<file path="config.mk">
export PLATFORM = sky130hd
export DESIGN_NAME = pixel_core_scheduler_flat
export DESIGN_NICKNAME = d
export VERILOG_FILES = /design/src/rtl/pixel_core_scheduler_if.sv /design/src/rtl/pixel_core_scheduler.sv /design/src/flat_wrapper.sv
export SDC_FILE = /design/constraint.sdc
export NUM_CORES = 1
export LEC_CHECK = 0
export ABC_CLOCK_PERIOD_IN_PS = 5100
export BUFFER_PORTS_ARGS = -buffer_cell sky130_fd_sc_hd__buf_2
export CAP_MARGIN = 20
export CORE_MARGIN = 3
export CORE_UTILIZATION = 45
export CTS_CLUSTER_DIAMETER = 120
export CTS_CLUSTER_SIZE = 24
export DETAILED_ROUTE_END_ITERATION = 10
export PLACE_DENSITY = 0.77
export SETUP_SLACK_MARGIN = 0.5
export SKIP_LAST_GASP = 1
export SYNTH_ARGS = -nofsm -noshare
export SYNTH_HDL_FRONTEND = slang
export SYNTH_SLANG_ARGS = --single-unit
</file>
<file path="constraint.sdc">
create_clock -name clk -period 5.1 [get_ports clk]
set_clock_uncertainty 0.05 [all_clocks]
set_input_delay 0.51 -clock clk [delete_from_list [all_inputs] [get_ports clk]]
set_output_delay 0.51 -clock clk [all_outputs]
set_load 0.02 [all_outputs]
</file>
<file path="src/rtl/pixel_core_scheduler_if.sv">
// pixel_core_scheduler_if
// Bundles the scheduler's two handshake buses: the job/result bus to the
// iteration cores and the AXI4-Stream pixel output to the video packer.
//   core_req_valid/ready  per-core job handshake (one-hot valid)
//   core_req_x/y          shared job coordinates, qualified by core_req_valid
//   core_res_valid/ready  per-core result handshake
//   core_res_data         packed results, core k at [k*RES_W +: RES_W]
//   out_t*                pixel stream (tuser = SOF, tlast = EOL)
// Modports: master = scheduler side, slave = cores plus stream sink side.
interface pixel_core_scheduler_if #(
    parameter int NUM_CORES = 4,
    parameter int RES_W     = 24
);
    logic [NUM_CORES-1:0]       core_req_valid;
    logic [NUM_CORES-1:0]       core_req_ready;
    logic [9:0]                 core_req_x;
    logic [8:0]                 core_req_y;
    logic [NUM_CORES-1:0]       core_res_valid;
    logic [NUM_CORES*RES_W-1:0] core_res_data;
    logic [NUM_CORES-1:0]       core_res_ready;
    logic [RES_W-1:0]           out_tdata;
    logic                       out_tvalid;
    logic                       out_tready;
    logic                       out_tuser;
    logic                       out_tlast;

    modport master (
        output core_req_valid, core_req_x, core_req_y, core_res_ready,
        output out_tdata, out_tvalid, out_tuser, out_tlast,
        input  core_req_ready, core_res_valid, core_res_data, out_tready
    );

    modport slave (
        input  core_req_valid, core_req_x, core_req_y, core_res_ready,
        input  out_tdata, out_tvalid, out_tuser, out_tlast,
        output core_req_ready, core_res_valid, core_res_data, out_tready
    );
endinterface

</file>
<file path="src/rtl/pixel_core_scheduler.sv">
// pixel_core_scheduler
// Walks a frame in raster order, hands each pixel to the iteration cores in
// strict round-robin order and retires results in that same order, so the
// pixel stream leaves in raster order with SOF on the first pixel and EOL on
// the last pixel of every line.
//   clk, rst         clock, asynchronous active-high reset (shared with cores)
//   i_enable         level; high renders frames back-to-back
//   bus              pixel_core_scheduler_if.master (core jobs/results, stream)
//   o_busy           scheduler not idle
//   o_frame_count    completed frames, wraps naturally
//   o_err_spurious   sticky: a core presented a result with no job pending
module pixel_core_scheduler #(
    parameter int NUM_CORES = 4,
    parameter int X_SIZE    = 640,
    parameter int Y_SIZE    = 480,
    parameter int RES_W     = 24
) (
    input  logic                          clk,
    input  logic                          rst,
    input  logic                          i_enable,
    pixel_core_scheduler_if.master        bus,
    output logic                          o_busy,
    output logic [15:0]                   o_frame_count,
    output logic                          o_err_spurious
);
    localparam int                   PTR_W    = $clog2(NUM_CORES);
    localparam logic [PTR_W-1:0]     LAST_PTR = PTR_W'(NUM_CORES - 1);
    localparam logic [9:0]           X_LAST   = 10'(X_SIZE - 1);
    localparam logic [8:0]           Y_LAST   = 9'(Y_SIZE - 1);
    localparam logic [NUM_CORES-1:0] ONE      = NUM_CORES'(1);

    // Coordinates are carried in fixed 10/9-bit fields.
    generate
        if (NUM_CORES < 2 || NUM_CORES > 16 || X_SIZE < 1 || X_SIZE > 1024 ||
            Y_SIZE < 1 || Y_SIZE > 512) begin : g_param_check
            $error("pixel_core_scheduler: parameter out of range");
        end
    endgenerate

    typedef enum logic [1:0] {S_IDLE, S_RUN, S_DRAIN} state_t;

    state_t               r_state;
    state_t               w_state_next;
    logic [PTR_W-1:0]     r_ip;
    logic [PTR_W-1:0]     r_rp;
    logic [9:0]           r_ix;
    logic [8:0]           r_iy;
    logic [NUM_CORES-1:0] r_pending;
    logic [9:0]           r_tag_x [NUM_CORES];
    logic [8:0]           r_tag_y [NUM_CORES];
    logic [RES_W-1:0]     r_tdata;
    logic                 r_tvalid;
    logic                 r_tuser;
    logic                 r_tlast;
    logic [15:0]          r_frame_count;
    logic                 r_err;

    logic                 w_req_open;
    logic                 w_issue;
    logic                 w_last_issue;
    logic                 w_can_load;
    logic                 w_retire;
    logic                 w_frame_done;
    logic                 w_start_frame;
    logic [NUM_CORES-1:0] w_issue_mask;
    logic [NUM_CORES-1:0] w_retire_mask;
    logic [RES_W-1:0]     w_res_sel;

    // Only the core under the issue pointer is offered a job, and only once
    // its previous result has retired.
    assign w_req_open    = (r_state == S_RUN) && !r_pending[r_ip];
    assign w_issue       = w_req_open && bus.core_req_ready[r_ip];
    assign w_last_issue  = w_issue && (r_ix == X_LAST) && (r_iy == Y_LAST);
    assign w_issue_mask  = ONE << r_ip;
    assign w_retire_mask = ONE << r_rp;

    // The output register may load when empty or when its beat leaves now.
    assign w_can_load    = !r_tvalid || bus.out_tready;
    assign w_retire      = r_pending[r_rp] && w_can_load && bus.core_res_valid[r_rp];
    assign w_res_sel     = bus.core_res_data[int'(r_rp) * RES_W +: RES_W];
    assign w_start_frame = (r_state != S_RUN) && (w_state_next == S_RUN);

    assign bus.core_req_valid = w_req_open ? w_issue_mask : '0;
    assign bus.core_req_x     = r_ix;
    assign bus.core_req_y     = r_iy;
    assign bus.core_res_ready = (r_pending[r_rp] && w_can_load) ? w_retire_mask : '0;
    assign bus.out_tdata      = r_tdata;
    assign bus.out_tvalid     = r_tvalid;
    assign bus.out_tuser      = r_tuser;
    assign bus.out_tlast      = r_tlast;
    assign o_busy             = (r_state != S_IDLE);
    assign o_frame_count      = r_frame_count;
    assign o_err_spurious     = r_err;

    // Next-state logic. A frame ends only once every job has retired and the
    // last beat has left the stream, so dropping enable never truncates one.
    always_comb begin
        w_state_next = r_state;
        w_frame_done = 1'b0;
        unique case (r_state)
            S_IDLE: begin
                if (i_enable) w_state_next = S_RUN;
            end
            S_RUN: begin
                if (w_last_issue) w_state_next = S_DRAIN;
            end
            S_DRAIN: begin
                if (r_pending == '0 && !r_tvalid) begin
                    w_frame_done = 1'b1;
                    w_state_next = i_enable ? S_RUN : S_IDLE;
                end
            end
            default: w_state_next = S_IDLE;
        endcase
    end

    // State, issue side and job bookkeeping.
    always_ff @(posedge clk or posedge rst) begin
        if (rst) begin
            r_state       <= S_IDLE;
            r_ip          <= '0;
            r_ix          <= '0;
            r_iy          <= '0;
            r_pending     <= '0;
            r_frame_count <= '0;
            r_err         <= 1'b0;
            for (int k = 0; k < NUM_CORES; k++) begin
                r_tag_x[k] <= '0;
                r_tag_y[k] <= '0;
            end
        end else begin
            r_state <= w_state_next;
            if (w_issue) begin
                r_tag_x[r_ip] <= r_ix;
                r_tag_y[r_ip] <= r_iy;
                r_ip          <= (r_ip == LAST_PTR) ? '0 : r_ip + 1'b1;
                if (r_ix == X_LAST) begin
                    r_ix <= '0;
                    r_iy <= (r_iy == Y_LAST) ? '0 : r_iy + 1'b1;
                end else begin
                    r_ix <= r_ix + 1'b1;
                end
            end
            if (w_start_frame) begin
                r_ix <= '0;
                r_iy <= '0;
            end
            // Issue and retire never hit the same core in one cycle: issue needs
            // the pending bit clear, retire needs it set.
            r_pending <= (r_pending & ~(w_retire ? w_retire_mask : '0)) |
                         (w_issue ? w_issue_mask : '0);
            if (w_frame_done) r_frame_count <= r_frame_count + 16'd1;
            if (|(bus.core_res_valid & ~r_pending)) r_err <= 1'b1;
        end
    end

    // Retire side: the output register holds while stalled and empties after
    // acceptance unless a new result replaces it in the same cycle.
    always_ff @(posedge clk or posedge rst) begin
        if (rst) begin
            r_rp     <= '0;
            r_tdata  <= '0;
            r_tvalid <= 1'b0;
            r_tuser  <= 1'b0;
            r_tlast  <= 1'b0;
        end else if (w_retire) begin
            r_tdata  <= w_res_sel;
            r_tvalid <= 1'b1;
            r_tuser  <= (r_tag_x[r_rp] == '0) && (r_tag_y[r_rp] == '0);
            r_tlast  <= (r_tag_x[r_rp] == X_LAST);
            r_rp     <= (r_rp == LAST_PTR) ? '0 : r_rp + 1'b1;
        end else if (r_tvalid && bus.out_tready) begin
            r_tvalid <= 1'b0;
        end
    end
endmodule

</file>
<file path="src/flat_wrapper.sv">
// flat-port wrapper written by rule: the top's interface ports become plain ports
module pixel_core_scheduler_flat 
#(
    parameter int NUM_CORES = 4,
    parameter int X_SIZE    = 640,
    parameter int Y_SIZE    = 480,
    parameter int RES_W     = 24
)
  (clk, rst, i_enable, o_busy, o_frame_count, o_err_spurious, bus_core_req_valid, bus_core_req_x, bus_core_req_y, bus_core_res_ready, bus_out_tdata, bus_out_tvalid, bus_out_tuser, bus_out_tlast, bus_core_req_ready, bus_core_res_valid, bus_core_res_data, bus_out_tready);
  pixel_core_scheduler_if #(.NUM_CORES(NUM_CORES), .RES_W(RES_W)) bus_i ();
  input  logic clk;
  input  logic rst;
  input  logic i_enable;
  output logic o_busy;
  output logic [15:0] o_frame_count;
  output logic o_err_spurious;
  output wire logic [$bits(bus_i.core_req_valid)-1:0] bus_core_req_valid;
  output wire logic [$bits(bus_i.core_req_x)-1:0] bus_core_req_x;
  output wire logic [$bits(bus_i.core_req_y)-1:0] bus_core_req_y;
  output wire logic [$bits(bus_i.core_res_ready)-1:0] bus_core_res_ready;
  output wire logic [$bits(bus_i.out_tdata)-1:0] bus_out_tdata;
  output wire logic [$bits(bus_i.out_tvalid)-1:0] bus_out_tvalid;
  output wire logic [$bits(bus_i.out_tuser)-1:0] bus_out_tuser;
  output wire logic [$bits(bus_i.out_tlast)-1:0] bus_out_tlast;
  input wire logic [$bits(bus_i.core_req_ready)-1:0] bus_core_req_ready;
  input wire logic [$bits(bus_i.core_res_valid)-1:0] bus_core_res_valid;
  input wire logic [$bits(bus_i.core_res_data)-1:0] bus_core_res_data;
  input wire logic [$bits(bus_i.out_tready)-1:0] bus_out_tready;
  assign bus_core_req_valid = bus_i.core_req_valid;
  assign bus_core_req_x = bus_i.core_req_x;
  assign bus_core_req_y = bus_i.core_req_y;
  assign bus_core_res_ready = bus_i.core_res_ready;
  assign bus_out_tdata = bus_i.out_tdata;
  assign bus_out_tvalid = bus_i.out_tvalid;
  assign bus_out_tuser = bus_i.out_tuser;
  assign bus_out_tlast = bus_i.out_tlast;
  assign bus_i.core_req_ready = bus_core_req_ready;
  assign bus_i.core_res_valid = bus_core_res_valid;
  assign bus_i.core_res_data = bus_core_res_data;
  assign bus_i.out_tready = bus_out_tready;
  pixel_core_scheduler #(.NUM_CORES(NUM_CORES), .X_SIZE(X_SIZE), .Y_SIZE(Y_SIZE), .RES_W(RES_W)) u_core (.clk(clk), .rst(rst), .i_enable(i_enable), .bus(bus_i), .o_busy(o_busy), .o_frame_count(o_frame_count), .o_err_spurious(o_err_spurious));
endmodule
</file>
==> metrics.txt, run 1 <==
status finished, final reports clean; H-tree levels 4; arrival time at the worst endpoint 3.39 ns; Rel. slew slack 0.309; main flop type after synthesis dfrtp_1; DP Area 0.00841 mm^2; Setup Total Neg Slack 0 ns; area leader, netlist dfrtp_1; CTS Root Cell clkbuf_16; Post-synth ARST share 1.00; postcts setup bufs 0; dpl cells 924; number of CTS-inserted buffers 17; final wirelength 19200 um; largest cells by area after synthesis dfrtp_1, mux2_2, mux4_2, ha_1, o21ai_0; critical path type register to register; R2R Path End u_core.r_tag_y[13]; first-pass GRT wire length 29800 um; NumNets Final 846; CTS clock-pin slew for the worst setup and hold paths 0.06 ns; Synth Instances 564; count leader, synth dfrtp_1; worst-margin pin slew 1.03 ns; Hold Slack 0.207 ns; residual DRC count 0; Setup WS post-layout 1.96 ns; CTS resizes 0; GP Congestion 0.795; fmax 0.318 GHz; Tmin final 3.14 ns; Global Route Usage Sum 0.212; cell area after synthesis 0.00739 mm^2; Reg2Reg Setup Slack 1.96 ns; CTS sink cnt 149; Final Setup Violations 0; max cap viols 0; critical path launch point type register; RSZ-0062 raised after global routing no; flops & latches, synth 149; Static Leak 4.36 nW; Post-synth EDFFs 0; Placement Setup Slack 2.06 ns; FF-to-FF Start u_core.r_ip[1]; drt initial violations 443; crit path capture type register; crit path max fanout 20; Syn-to-layout area delta 21.3%; I/O pin count 180; core area 0.0160 mm^2; Comb pwr share 0.374; top-area cell type share of the netlist area 0.504; YS warnings 0; layout cells sized above 1 0.485; drt pass-1 iters 5; Post-Syn Nets 683; Switching Share 0.353; worst min path class input port to asynchronous set/reset pin; WL/cell 20.1 um; NetSw 1.58 mW; hold_buf cts 0; IO buf count 179; Starting Density 0.462; Sequential Power Share 0.363; DRT antenna net count 0; die height 134 um; Worst EP required 5.35 ns; Final period util 0.616; top post-synthesis cells by count dfrtp_1, mux2_2, mux4_2; Clk pwr share 0.263; Final Non-Filler Cells 954; P_int 2.91 mW; DR vias 5529; row count 46; Final Max Slew Viols 0; CTS tree yes; pin count of the biggest net entering global routing 103; final core occ 0.561; Distinct cells, synth 52; die width 134 um; design area 0.00897 mm^2; P per Cell Area 501 mW/mm^2; DP Wirelength 13500 um; FF-to-FF path depth 4; buffer depth of the longest clock path 2; vias in the first global route 5508; Power, Total 4.49 mW; Die ar. 0.0180 mm^2; Clock Latency Late Sink 0.42 ns; initial antenna violation count 0; Peak VDD IR 0.345 mV; Avg Vias per Cell 5.80; antenna cell count 0; syn_area_per_cell 13.1 um^2; register area share after synthesis 0.504; gr ovfl total 0; final hold vios 0
placed cells by master, fill, tap and decap left out, types with 3 or more instances in the layout:
master	instances
nor3_1	4
nand4b_1	3
xor2_1	4
buf_2	179
nor4_1	11
nand2b_1	3
mux2i_1	3
o31ai_1	3
a21oi_1	7
dfrtp_1	148
or3_1	4
nand3_1	17
inv_1	15
mux4_2	37
ha_1	11
a311oi_1	4
a21o_1	3
clkbuf_16	17
nand2_1	28
xnor2_1	12
clkinv_2	5
o21ai_0	24
nor2_1	16
nand4_1	11
a211oi_1	5
buf_4	4
and2_1	6
and3_1	8
mux2_2	102
or4_1	8
flip-flops by register name (all words and copies together) (netlist names):
register and flops:
u_core.o_frame_count 16, u_core.bus.out_tuser 1, u_core.bus.core_req_y 9, u_core.o_err_spurious 1, u_core.bus.out_tlast 1, u_core.r_tag_y 36, u_core.bus.out_tdata 24, u_core.r_ip 2
u_core.r_rp 2, u_core.r_tag_x 40, u_core.bus.core_req_x 10, u_core.bus.out_tvalid 1, u_core.r_state 2, u_core.r_pending 4
final cells by class:
type / count / area [um^2]
inverter: 16 / 65.1
multi-input combinational: 360 / 3420
clock buffer: 20 / 447
sequential: 149 / 3730
fill: 1365 / 7030
tap: 216 / 270
timing repair buffer: 183 / 926
clock inverter: 10 / 109
worst max-delay path: stages, from the launching register on:
cell and delay (ns):
dfrtp_1 0.45, mux4_2 0.58, and3b_1 0.63, nand2_1 0.77
mux2_2 0.53
power by group through the flow:
stage | Sequential [mW] | Clock, mW | Combinational (mW)
after floorplan | 1.67 | 0 | 1.19
after global placement | 1.63 | 0 | 1.65
after detailed placement | 1.65 | 0 | 1.68
after CTS | 1.63 | 1.20 | 1.69
after global routing | 1.67 | 1.25 | 1.80
final | 1.63 | 1.18 | 1.68
metal layers:
metal,global-route usage,vias to the layer above,wire [um]
met3,0.0431,42,1350
met2,0.365,258,9600
met5,0,-,0
li1,-,2431,-
met4,0.0854,0,533
met1,0.262,2798,7710
cells by family (layout without fill, tap and decap cells):
family                   count (synthesis)  after routing  synth area share
AO/OA/AOI/OAI                           59             59            0.0518
adder cells (fa/ha/maj)                 11             11            0.0186
flip-flops                             149            149             0.504
XOR/XNOR                                16             16            0.0190
buffers and inverters                   55            229            0.0332
multiplexers                           142            142             0.272
AND/OR/NAND/NOR                        132            132             0.101
worst max path at each step:
stage	start	endpoint	slack (ns)	cells past startpoint
floorplan	rst	u_core.bus.core_req_x[0]	0.53	1
global placement	u_core.r_pending[1]	u_core.r_tag_y[14]	2.13	4
detailed placement	u_core.r_ip[1]	u_core.r_tag_y[10]	2.06	4
CTS	u_core.r_rp[0]	bus_core_res_ready[0]	1.86	5
global route	u_core.r_rp[0]	bus_core_res_ready[0]	1.75	5
finish	u_core.r_ip[1]	u_core.r_tag_y[13]	1.96	4
Note: power is estimated with default switching activity, not from simulation.
==> run 2, diff against run 1 <==
- ABC_AREA: default -> 1
- ABC_CLOCK_PERIOD_IN_PS: 5100 -> 3280
- clock period: 5.1 -> 3.28 ns (I/O delays scaled with it)
==> run 2 against run 1 <==
Via count grew 31%. Worst setup slack lost 1.2 ns. Largest cell class unchanged. Non-clock buffer count grew 4. Clock power grew 69%. Sequential cell count is the same. Register-to-register slack lost 0.89 ns. Count of clock-buffer cells in the layout shrank 1. Wire length grew 11%. Hold slack lost 0.089 ns. Design area grew 3.5%.
==> metrics.txt, run 2 <==
status finished, final reports clean; DP Wirelength 14900 um; layout cells sized above 1 0.208; die width 137 um; Synth Instances 1006; count leader, synth nand2_1; DRT antenna net count 0; WL/cell 15.3 um; crit-path cells buf_4 > ha_1 > inv_1 > nor2_1 > buf_2; drt pass-1 iters 5; worst-margin pin slew 0.742 ns; RSZ-0062 raised after global routing no; critical path type register to primary output; YS warnings 0; Power, Total 8.00 mW; Clock Latency Late Sink 0.42 ns; buffer depth of the longest clock path 2; Peak VDD IR 0.443 mV; max cap viols 0; Worst EP required 2.90 ns; worst min path class input port to register; syn_area_per_cell 7.69 um^2; cell area after synthesis 0.00774 mm^2; IO buf count 179; drt initial violations 608; antenna cell count 0; Final period util 0.777; critical path's largest stage delay 0.65 ns; die height 137 um; dpl cells 1362; Hold Slack 0.117 ns; crit path max fanout 48; CTS Root Cell clkbuf_16; Final Non-Filler Cells 1393; commonest non-fill, non-tap cells in the layout nand2_1, buf_2, dfrtp_1; crit path capture type primary output; Reg with most FFs u_core.r_tag_x; Distinct cells, synth 33; Post-Syn Nets 1125; Die ar. 0.0188 mm^2; gr ovfl total 0; Static Leak 4.63 nW; DR vias 7245; flops & latches, synth 149; I/O pin count 180; Starting Density 0.463; GP Congestion 0.855; FF-to-FF path depth 11; Avg Vias per Cell 5.20; Syn-to-layout area delta 20.0%; CTS clock-pin slew for the worst setup and hold paths 0.06 ns; Global Route Usage Sum 0.222; number of CTS-inserted buffers 17; Setup Total Neg Slack 0 ns; Rel. slew slack 0.504; CTS tree yes; initial antenna violation count 0; top-area cell type share of the netlist area 0.482; largest cells by area after synthesis dfrtp_1, nand2_1, o21ai_0, nor2_1, nand3_1; final hold vios 0; Largest register FFs 40; register area share after synthesis 0.482; H-tree levels 4; NumNets Final 1281; Reg2Reg Setup Slack 1.07 ns; pin count of the biggest net entering global routing 136; Setup WS post-layout 0.731 ns; top post-synthesis cells by count nand2_1, dfrtp_1, nor2_1; main flop type after synthesis dfrtp_1; first-pass GRT wire length 32700 um; FF-to-FF Start u_core.r_rp[0]; Final Setup Violations 0; core area 0.0167 mm^2; R2R Path End u_core.bus.out_tuser; most common cell after layout, fill and taps aside nand2_1; Final Max Slew Viols 0; vias in the first global route 6564; Worst Setup SP u_core.r_rp[0]; Post-synth EDFFs 0; final wirelength 21300 um; Post-synth ARST share 1.00; fmax 0.392 GHz; area leader, netlist dfrtp_1; Tmin final 2.55 ns; critical path launch point type register; arrival time at the worst endpoint 2.17 ns; residual DRC count 0; CTS sink cnt 149; row count 47; P per Cell Area 861 mW/mm^2; Worst path slowest cell dfrtp_4; worst setup path end bus_core_res_ready[3]; Placement Setup Slack 1.05 ns; Filler cells 1567
## run 2: per-layer routing
layer / vias up / GRT usage / wire length [um]
li1: 3578 / - / -
met1: 3393 / 0.284 / 9200
met2: 246 / 0.375 / 10200
met3: 28 / 0.0474 / 1570
met4: 0 / 0.0710 / 360
met5: - / 0 / 0
## run 2: report_power, final
group	internal (mW)	switching, mW
clock network	1.26	0.737
logic	0.996	2.32
registers	2.29	0.396
## run 2: logic make-up after synthesis
| family | Yosys count | synth area share |
|---|---|---|
| XOR/XNOR | 18 | 0.0204 |
| buffers and inverters | 119 | 0.0726 |
| AO/OA/AOI/OAI | 181 | 0.122 |
| adder cells (fa/ha/maj) | 11 | 0.0178 |
| AND/OR/NAND/NOR | 527 | 0.284 |
| flip-flops | 149 | 0.482 |
| multiplexers | 1 | 0.00129 |
## run 2: worst min path at each step
stage	start	endpoint	depth (start not counted)
after global placement	rst	u_core.bus.core_req_x[1]	2
after CTS	bus_out_tready	u_core.bus.out_tvalid	3
final	bus_out_tready	u_core.bus.out_tvalid	3
after floorplan	u_core.r_tag_y[27]	u_core.r_tag_y[27]	2
after detailed placement	rst	u_core.bus.core_req_x[1]	2
after global routing	bus_out_tready	u_core.bus.out_tvalid	3
## run 2: worst max-delay path, delay by kind of cell, from the launching register on
kind	cells	cell delay (ns)
adders and majority gates	1	0.22
buffers and inverters	3	0.72
DFF	1	0.65
and+or+nand+nor	1	0.14
## run 2: final cells by class
cell class | count | area (um^2) | area share
clock buffers | 19 | 433 | 0.0466
clock inverters | 11 | 161 | 0.0174
inverters | 69 | 263 | 0.0283
multi-input cells | 738 | 3450 | 0.371
flip-flops and latches | 149 | 3730 | 0.402
well taps | 220 | 275 | 0.0296
repair buffers | 187 | 971 | 0.105
## run 2: what timing repair did
action / in CTS / in global routing
hold buffers: 1 / 0
buffers inserted: 0 / 0
hold endpoints to repair: 14 / 0
gates resized for setup: 0 / 1
setup endpoints to repair: 0 / 1
## run 2: stage by stage
stage / util / area [um^2]
CTS: 0.556 / 9280
finish: 0.556 / 9280
global placement: 0.520 / 8680
detailed placement: 0.520 / 8680
global route: 0.556 / 9280
floorplan: - / 7740
